File: src/rtl/gray_pkg.sv
`default_nettype none
// ============================================================================
//  Module      : gray_pkg
//  Description : Shared definitions for the Gray-code counter slice.
//                GRAY_DEFAULT_WIDTH is the default counter width.
//                GRAY_FUNC_WIDTH is the fixed width of the bin2gray helper.
//                bin2gray() is the binary-to-Gray helper. Narrower values are
//                zero-extended by the caller, and the result stays valid in
//                the low bits.
//  Revision    : 1.0 - initial release
// ============================================================================
package gray_pkg;

    localparam int GRAY_DEFAULT_WIDTH = 4;
    localparam int GRAY_FUNC_WIDTH    = 32;

    // A zero-extended input leaves the upper result bits at zero, so a
    // caller can truncate the result back to its own width.
    function automatic logic [GRAY_FUNC_WIDTH-1:0] bin2gray(
        input logic [GRAY_FUNC_WIDTH-1:0] bin
    );
        return bin ^ (bin >> 1);
    endfunction

endpackage : gray_pkg
`default_nettype wire

File: src/rtl/gray_counter_if.sv
`default_nettype none
// ============================================================================
//  Module      : gray_counter_if
//  Description : Control and result bundle of the Gray-code counter.
//                master modport : the controller that drives en, dir, load and
//                                 load_val, and observes gray, count and wrap.
//                slave modport  : the counter itself.
//                Signals:
//                  en       - count enable
//                  dir      - 1 = up, 0 = down. Honoured only when the counter
//                             is built with GRAY_CNT_DOWN_EN.
//                  load     - synchronous parallel load
//                  load_val - binary value to load
//                  gray     - registered Gray code of the count
//                  count    - registered binary count
//                  wrap     - one-cycle wrap-around pulse
//  Revision    : 1.0 - initial release
// ============================================================================
interface gray_counter_if
    import gray_pkg::*;
#(
    parameter int WIDTH = GRAY_DEFAULT_WIDTH
);

    logic             en;
    logic             dir;
    logic             load;
    logic [WIDTH-1:0] load_val;
    logic [WIDTH-1:0] gray;
    logic [WIDTH-1:0] count;
    logic             wrap;

    modport master (
        output en,
        output dir,
        output load,
        output load_val,
        input  gray,
        input  count,
        input  wrap
    );

    modport slave (
        input  en,
        input  dir,
        input  load,
        input  load_val,
        output gray,
        output count,
        output wrap
    );

endinterface : gray_counter_if
`default_nettype wire

File: src/rtl/gray_enc.sv
`default_nettype none
// ============================================================================
//  Module      : gray_enc
//  Description : Purely combinational binary-to-Gray encoder. It sits in front
//                of the gray output register.
//                Each Gray bit is the XOR of its binary bit and the next
//                higher binary bit. The MSB passes straight through.
//  Ports       : bin  [WIDTH-1:0] in  - binary value
//                gray [WIDTH-1:0] out - Gray-coded value
//  Revision    : 1.0 - initial release
// ============================================================================
module gray_enc
    import gray_pkg::*;
#(
    parameter int WIDTH = GRAY_DEFAULT_WIDTH
) (
    input  wire logic [WIDTH-1:0] bin,
    output logic      [WIDTH-1:0] gray
);

    assign gray[WIDTH-1] = bin[WIDTH-1];

    for (genvar i = 0; i < WIDTH - 1; i++) begin : g_bit
        assign gray[i] = bin[i] ^ bin[i+1];
    end

endmodule : gray_enc
`default_nettype wire

File: src/rtl/gray_counter.sv
`default_nettype none
// ============================================================================
//  Module      : gray_counter
//  Description : Synchronous Gray-code counter. This is the source stage of
//                the Gray-to-binary converter chain.
//                A binary count is held internally. The Gray output is always
//                encoded from the next binary count and is never decoded from
//                the previous Gray value. A downstream converter therefore
//                reproduces count exactly on every cycle.
//                Each clock edge applies the first of these that is active:
//                  rst  : clear count, gray and wrap
//                  load : take load_val; wrap stays low
//                  en   : count by one in the selected direction
//                  hold : keep the count; wrap stays low
//                wrap pulses for one cycle when the count steps past its end
//                point: all-ones going up, or zero going down.
//  Config      : GRAY_CNT_DOWN_EN - when defined, dir selects up (1) or down
//                (0). When undefined, dir is ignored and no borrow or
//                down-count logic is built.
//  Ports       : clk - rising-edge clock
//                rst - synchronous active-high reset
//                bus - gray_counter_if.slave
//                      (en, dir, load, load_val -> gray, count, wrap)
//  Revision    : 1.0 - initial release
// ============================================================================
module gray_counter
    import gray_pkg::*;
#(
    parameter int WIDTH = GRAY_DEFAULT_WIDTH
) (
    input  wire logic     clk,
    input  wire logic     rst,
    gray_counter_if.slave bus
);

    // ------------------------------------------------------------------------
    // State registers
    // ------------------------------------------------------------------------
    logic [WIDTH-1:0] r_count;
    logic [WIDTH-1:0] r_gray;
    logic             r_wrap;

    // ------------------------------------------------------------------------
    // Next-state values
    // ------------------------------------------------------------------------
    logic [WIDTH-1:0] w_next_count;
    logic [WIDTH-1:0] w_next_gray;
    logic             w_next_wrap;
    logic             w_at_max;
    logic             w_count_up;

    assign w_at_max = &r_count;

`ifdef GRAY_CNT_DOWN_EN
    logic w_at_zero;

    assign w_at_zero  = ~|r_count;
    assign w_count_up = bus.dir;
`else
    assign w_count_up = 1'b1;
`endif

    // rst is handled in the register process. Here, load has priority over
    // en, and a load always suppresses wrap, even when en is also high.
    always_comb begin
        w_next_count = r_count;
        w_next_wrap  = 1'b0;
        if (bus.load) begin
            w_next_count = bus.load_val;
        end else if (bus.en) begin
            if (w_count_up) begin
                // The carry out is discarded. It is seen only as wrap.
                w_next_count = r_count + WIDTH'(1);
                w_next_wrap  = w_at_max;
            end
`ifdef GRAY_CNT_DOWN_EN
            else begin
                // The borrow out is discarded. It is seen only as wrap.
                w_next_count = r_count - WIDTH'(1);
                w_next_wrap  = w_at_zero;
            end
`endif
        end
    end

    // The Gray value is encoded from the next binary count, so gray and count
    // are updated by the same clock edge.
    gray_enc #(
        .WIDTH (WIDTH)
    ) u_gray_enc (
        .bin  (w_next_count),
        .gray (w_next_gray)
    );

    always_ff @(posedge clk) begin
        if (rst) begin
            r_count <= '0;
            r_gray  <= '0;
            r_wrap  <= 1'b0;
        end else begin
            r_count <= w_next_count;
            r_gray  <= w_next_gray;
            r_wrap  <= w_next_wrap;
        end
    end

    // ------------------------------------------------------------------------
    // Outputs come straight from the registers, so no input reaches an
    // output combinationally.
    // ------------------------------------------------------------------------
    assign bus.count = r_count;
    assign bus.gray  = r_gray;
    assign bus.wrap  = r_wrap;

endmodule : gray_counter
`default_nettype wire

File: src/flat_wrapper.sv
// flat-port wrapper written by rule: the top's interface ports become plain ports
module gray_counter_flat import gray_pkg::*;
#(
    parameter int WIDTH = GRAY_DEFAULT_WIDTH
)
  (clk, rst, bus_en, bus_dir, bus_load, bus_load_val, bus_gray, bus_count, bus_wrap);
  gray_counter_if #(.WIDTH(WIDTH)) bus_i ();
  input  wire logic clk;
  input  wire logic rst;
  input wire logic [$bits(bus_i.en)-1:0] bus_en;
  input wire logic [$bits(bus_i.dir)-1:0] bus_dir;
  input wire logic [$bits(bus_i.load)-1:0] bus_load;
  input wire logic [$bits(bus_i.load_val)-1:0] bus_load_val;
  output wire logic [$bits(bus_i.gray)-1:0] bus_gray;
  output wire logic [$bits(bus_i.count)-1:0] bus_count;
  output wire logic [$bits(bus_i.wrap)-1:0] bus_wrap;
  assign bus_i.en = bus_en;
  assign bus_i.dir = bus_dir;
  assign bus_i.load = bus_load;
  assign bus_i.load_val = bus_load_val;
  assign bus_gray = bus_i.gray;
  assign bus_count = bus_i.count;
  assign bus_wrap = bus_i.wrap;
  gray_counter #(.WIDTH(WIDTH)) u_core (.clk(clk), .rst(rst), .bus(bus_i));
endmodule
File: config.mk
export PLATFORM = sky130hd
export DESIGN_NAME = gray_counter_flat
export DESIGN_NICKNAME = d
export VERILOG_FILES = /design/src/rtl/gray_pkg.sv /design/src/rtl/gray_counter_if.sv /design/src/rtl/gray_enc.sv /design/src/rtl/gray_counter.sv /design/src/flat_wrapper.sv
export SDC_FILE = /design/constraint.sdc
export NUM_CORES = 1
export LEC_CHECK = 0
export ABC_CLOCK_PERIOD_IN_PS = 1750
export CORE_AREA = 2 2 39 41
export DETAILED_ROUTE_END_ITERATION = 6
export DIE_AREA = 0 0 41 43
export SETUP_SLACK_MARGIN = 0.15
export SYNTH_ARGS = -nofsm -noshare
export SYNTH_HDL_FRONTEND = slang
export SYNTH_HIERARCHICAL = 1
export SYNTH_SLANG_ARGS = --single-unit
File: constraint.sdc
create_clock -name clk -period 1.75 [get_ports clk]
set_clock_uncertainty 0.15 [all_clocks]
set_input_delay 0.2625 -clock clk [delete_from_list [all_inputs] [get_ports clk]]
set_output_delay 0.2625 -clock clk [all_outputs]
set_load 0.05 [all_outputs]
==> run summary, run 1 <==
width of the die: 41 um
ys async rst share: 0%
CTS Buffer Depth: 2
CTS buffer count: 3
relative slew slack: 77.45%
fill count: 136
DP Wirelength: 611.3 um
Worst-path clk slew: 70 ps
vias per std cell: 4.405
routed len/inst: 9.405 um
Initial Utilization: 30.29%
post-route ant nets: 0
Vias: 348
RSZ-0062 raised after global routing: no
CTS Root Cell: clkbuf_4
outcome: completed
adder-cell share of the synthesized area: 2.985%
Fmax: 660.2 MHz
cell area after placement: 600.6 sq um
Syn Area/Cell: 10.22 sq um
crit path max fanout: 4
main flop type after synthesis: dfxtp_1
crit path capture type: register
# IOs: 18
total core area: 1384 sq um
CTS tree: built
Mapped Area: 419.2 sq um
hold path start: bus_en
worst vdd ir: 0.2768 mV
largest net degree at the start of global routing: 10
crit path kind: register to register
top-area cell type share of the netlist area: 42.99%
Sw Ratio: 32.60%
Synth Area in XOR/XNOR: 10.45%
Synth cell types: 20
total gr overflow: 0
#FFs+latches synth: 9
Reg power frac: 41.2%
Port Buffer Count: 16
initial antenna violation count: 0
worst path required time: 1740 ps
main combinational cell family by area after synthesis: simple AND/OR/NAND/NOR gates
largest cells by area after synthesis: dfxtp_1 (43%), xor2_1 (8.4%), nor2b_1 (6.0%)
launch point of the worst path: u_core/bus.count[0]
Final nets: 74
vias in the first global route: 303
Net Switching: 0.1833 mW
HP Class: primary input to register
antenna fix cells: 0
YS warnings: 6
placer congestion estimate: 0.7120
syn_nets: 51
Final setup violation count: 0
Clock Latency Late Sink: 260 ps
fin crit share: 86.56%
Post-synth EDFFs: 0
clock share of power: 28.7%
fin crit period: 1515 ps
Vert. Die Dim: 43 um
GRT Util Overall: 10.33%
Static Leak: 0.3072 nW
sequential area share after synthesis: 42.99%
complex-gate fraction of the synthesized area: 11.34%
post-synthesis mux area share: 4.776%
total power: 0.5624 mW
share of cells above drive strength 1: 39.68%
P per Cell Area: 884.8 nW/um^2
DR pass1 iterations: 2
DRT Wirelength: 743 um
die area: 1763 sq um
Yosys top cell by area: dfxtp_1
max cap viols: 0
Area growth syn-to-layout: 51.64%
Logic pwr share: 30.0%
post-route cell area: 635.6 sq um
Arr. time, crit path: 1510 ps
most frequent cell after synthesis: dfxtp_1
CP startpoint kind: register
Clock Sinks: 9
Residual DRC: 0
Slew Limit Fails: 0
commonest cells in the netlist: dfxtp_1 (9), nor2b_1 (4), xor2_1 (4)
FP Rows: 14
htree depth: 1
Worst R2R Start: u_core/bus.count[0]
Worst-Margin Slew: 337.2 ps
Post-Syn Instances: 41
Int Power: 0.3791 mW
First DRT Iteration DRCs: 2
first-pass GRT wire length: 1.179 mm
Hold Fails Final Rpt: 0
simple-gate share of the synthesized area: 22.09%
[cell families (layout without fill, tap and decap cells)]
| kind of cell | count (synthesis) | after routing |
|---|---|---|
| buf+inv | 4 | 26 |
| flops | 9 | 9 |
| simple gates | 14 | 14 |
| mux | 2 | 2 |
| compound gates | 6 | 6 |
| xor+xnor | 5 | 5 |
| fa+ha+maj | 1 | 1 |
[worst max-delay path, stage by stage (launching register included)]
cell and delay (ps):
dfxtp_4 360, ha_1 200, nand2_2 80, xor2_1 240, a21oi_2 110, xor2_1 150
nor2b_1 130
[metal layers]
metal	track usage (%)	vias up	wire [um]
met5	0	-	0
met4	8.000	0	7
met3	5.236	2	48
met2	14.37	10	361
met1	11.22	155	326
li1	-	181	-
[layout make-up]
cell class                      count  area [sq um]  share of cell area (%)
Clock buffer                        4         26.28                   4.134
Inverter                            2         7.507                   1.181
Multi-Input combinational cell     28         220.2                   34.65
Sequential cell                     9         188.9                   29.72
Tap cell                           16         20.02                   3.150
Timing Repair Buffer               20         172.7                   27.17
[state kept, by name, indices dropped and copies added (netlist names)]
name	count
u_core/bus.count	4
u_core/bus.gray	4
u_core/bus.wrap	1
[power by group through the flow]
stage / clock network, mW / registers (mW) / logic, mW
finish: 0.162 / 0.232 / 0.169
global route: 0.180 / 0.234 / 0.180
CTS: 0.170 / 0.232 / 0.169
detailed placement: 0 / 0.237 / 0.169
global placement: 0 / 0.237 / 0.169
floorplan: 0 / 0.296 / 0.0530
[timing repair]
item                                    CTS  global route
gates resized for setup                   0             3
hold buffers                              0             0
endpoints found under the setup margin    0             2
buffers inserted                          0             0
[through the flow]
| stage | util (%) | setup slack, ps | std cells | hold slack (ps) | setup TNS, ps |
|---|---|---|---|---|---|
| after floorplan | - | 199.3 | 41 | 169.8 | 0 |
| after global placement | 43.40 | -100.6 | 75 | 347.5 | -200.5 |
| after detailed placement | 43.40 | -88.80 | 75 | 348.5 | -167.4 |
| after CTS | 45.30 | 186.9 | 79 | 357.0 | 0 |
| after global routing | 45.93 | 189.2 | 79 | 217.8 | 0 |
| final | 45.93 | 235.2 | 79 | 210.6 | 0 |
[path summary, 6_finish.rpt]
kind | slack [ps] | end | depth (start not counted)
worst max-delay path | 240 | u_core/bus.gray[1] | 6
worst min-delay path | 210 | u_core/bus.wrap | 3
worst max register to register | 240 | u_core/bus.gray[1] | 6
worst min register to register | 360 | u_core/bus.wrap | 1
[placed cells by master (no fill, tap or decap), drive strengths merged]
master          n
clkbuf          4
nor2            1
a21oi           2
nand4           1
dlymetal6s2s    2
xnor2           1
xor2            4
a211oi          2
nor2b           4
nand2b          1
or2             1
mux2i           2
nand2           3
and2b           2
inv             2
ha              1
clkdlybuf4s50   5
dfxtp           9
nor4b           1
buf            13
o21ai           2
Power figures use the tool's default switching activity.
==> inputs of run 2 (changes only) <==
- CORE_AREA: 2 2 39 41 -> 2 2 41 43
- DIE_AREA: 0 0 41 43 -> 0 0 43 45
==> run summary, run 2 (synthesis results as in run 1) <==
crit path capture type: register
fin crit share: 85.56%
Fmax: 667.9 MHz
# IOs: 18
Final setup violation count: 0
vias per std cell: 4.402
htree depth: 1
Hold Fails Final Rpt: 0
CTS Buffer Depth: 2
Area growth syn-to-layout: 58.81%
most frequent cells in the layout: buf_4 (16), dfxtp_1 (6), clkdlybuf4s50_1 (5)
total gr overflow: 0
max cap viols: 0
DR pass1 iterations: 2
GRT Util Overall: 9.713%
die area: 1935 sq um
TNS Setup: 0 ps
CTS Root Cell: clkbuf_4
CTS tree: built
initial antenna violation count: 0
fin crit period: 1497 ps
P per Cell Area: 843.7 nW/um^2
M3 GR Usage: 4.800%
relative slew slack: 78.45%
Worst-Margin Slew: 322.2 ps
total core area: 1471 sq um
width of the die: 43 um
First DRT Iteration DRCs: 6
Clock Sinks: 9
Vert. Die Dim: 45 um
Port Buffer Count: 16
Worst-path clk slew: 60 ps
Residual DRC: 0
crit path kind: register to register
Vias: 361
worst hold slack: 224.8 ps
crit path max fanout: 4
met1 global-route usage: 10.64%
Slew Limit Fails: 0
placer congestion estimate: 0.7298
postcts setup bufs: 0
Final nets: 77
DRT Wirelength: 794 um
first-pass GRT wire length: 1.235 mm
CP startpoint kind: register
worst path required time: 1730 ps
largest net degree at the start of global routing: 10
Initial Utilization: 28.49%
post-route ant nets: 0
GR peak layer: met2
vias in the first global route: 297
Clock Latency Late Sink: 250 ps
antenna fix cells: 0
routed len/inst: 9.683 um
CTS buffer count: 3
worst vdd ir: 0.2975 mV
Arr. time, crit path: 1480 ps
Post-CTS Hold Buffers: 0
HP Class: primary input to register
Static Leak: 0.3159 nW
FP Rows: 14
M2 GR Usage: 12.73%
RSZ-0062 raised after global routing: no
most common cell after layout, fill and taps aside: buf_4
CTS-repair resized insts: 0
outcome: completed
share of cells above drive strength 1: 45.45%
run 2: critical path: stages (launching register included):
cell and delay, ps:
dfxtp_4 350, ha_1 200, nand2_2 80, xor2_1 220, a21oi_2 110, xor2_1 140
nor2b_1 130
run 2: path summary, 6_finish.rpt:
path / start / endpoint / slack [ps] / depth (start not counted)
min: bus_en / u_core/bus.wrap / 220 / 3
max reg2reg: u_core/bus.count[0] / u_core/bus.gray[2] / 250 / 6
min reg2reg: u_core/bus.count[2] / u_core/bus.wrap / 370 / 1
max: u_core/bus.count[0] / u_core/bus.gray[2] / 250 / 6
run 2: metrics by stage:
step / utilization, % / setup WS, ps / cells / instance area [sq um] / power [mW]
after floorplan: - / 199.3 / 41 / 427.9 / 0.3490
after global placement: 42.35 / -114.7 / 78 / 623.1 / 0.4099
after detailed placement: 42.35 / -128.2 / 78 / 623.1 / 0.4106
after CTS: 44.13 / 150.3 / 82 / 649.4 / 0.5703
after global routing: 45.24 / 170.3 / 82 / 665.6 / 0.5998
final: 45.24 / 252.8 / 82 / 665.6 / 0.5616
run 2: layout make-up:
| class | instances | area [sq um] |
|---|---|---|
| Fill cell | 157 | 805.8 |
| Multi-Input combinational cell | 28 | 227.7 |
| Timing Repair Buffer | 23 | 195.2 |
| Sequential cell | 9 | 188.9 |
| Clock buffer | 4 | 26.28 |
| Tap cell | 16 | 20.02 |
| Inverter | 2 | 7.507 |
run 2: metal layers:
metal	wire, um	part of all wire (%)
met5	0	0
met4	36	4.5
met3	47	5.9
met2	343	43
met1	367	46
run 2: power by group:
part,internal (mW),total (mW),switching [mW]
clock network,0.0875,0.154,0.0662
registers,0.222,0.232,0.00974
logic,0.0744,0.176,0.102
total,0.384,0.562,0.178
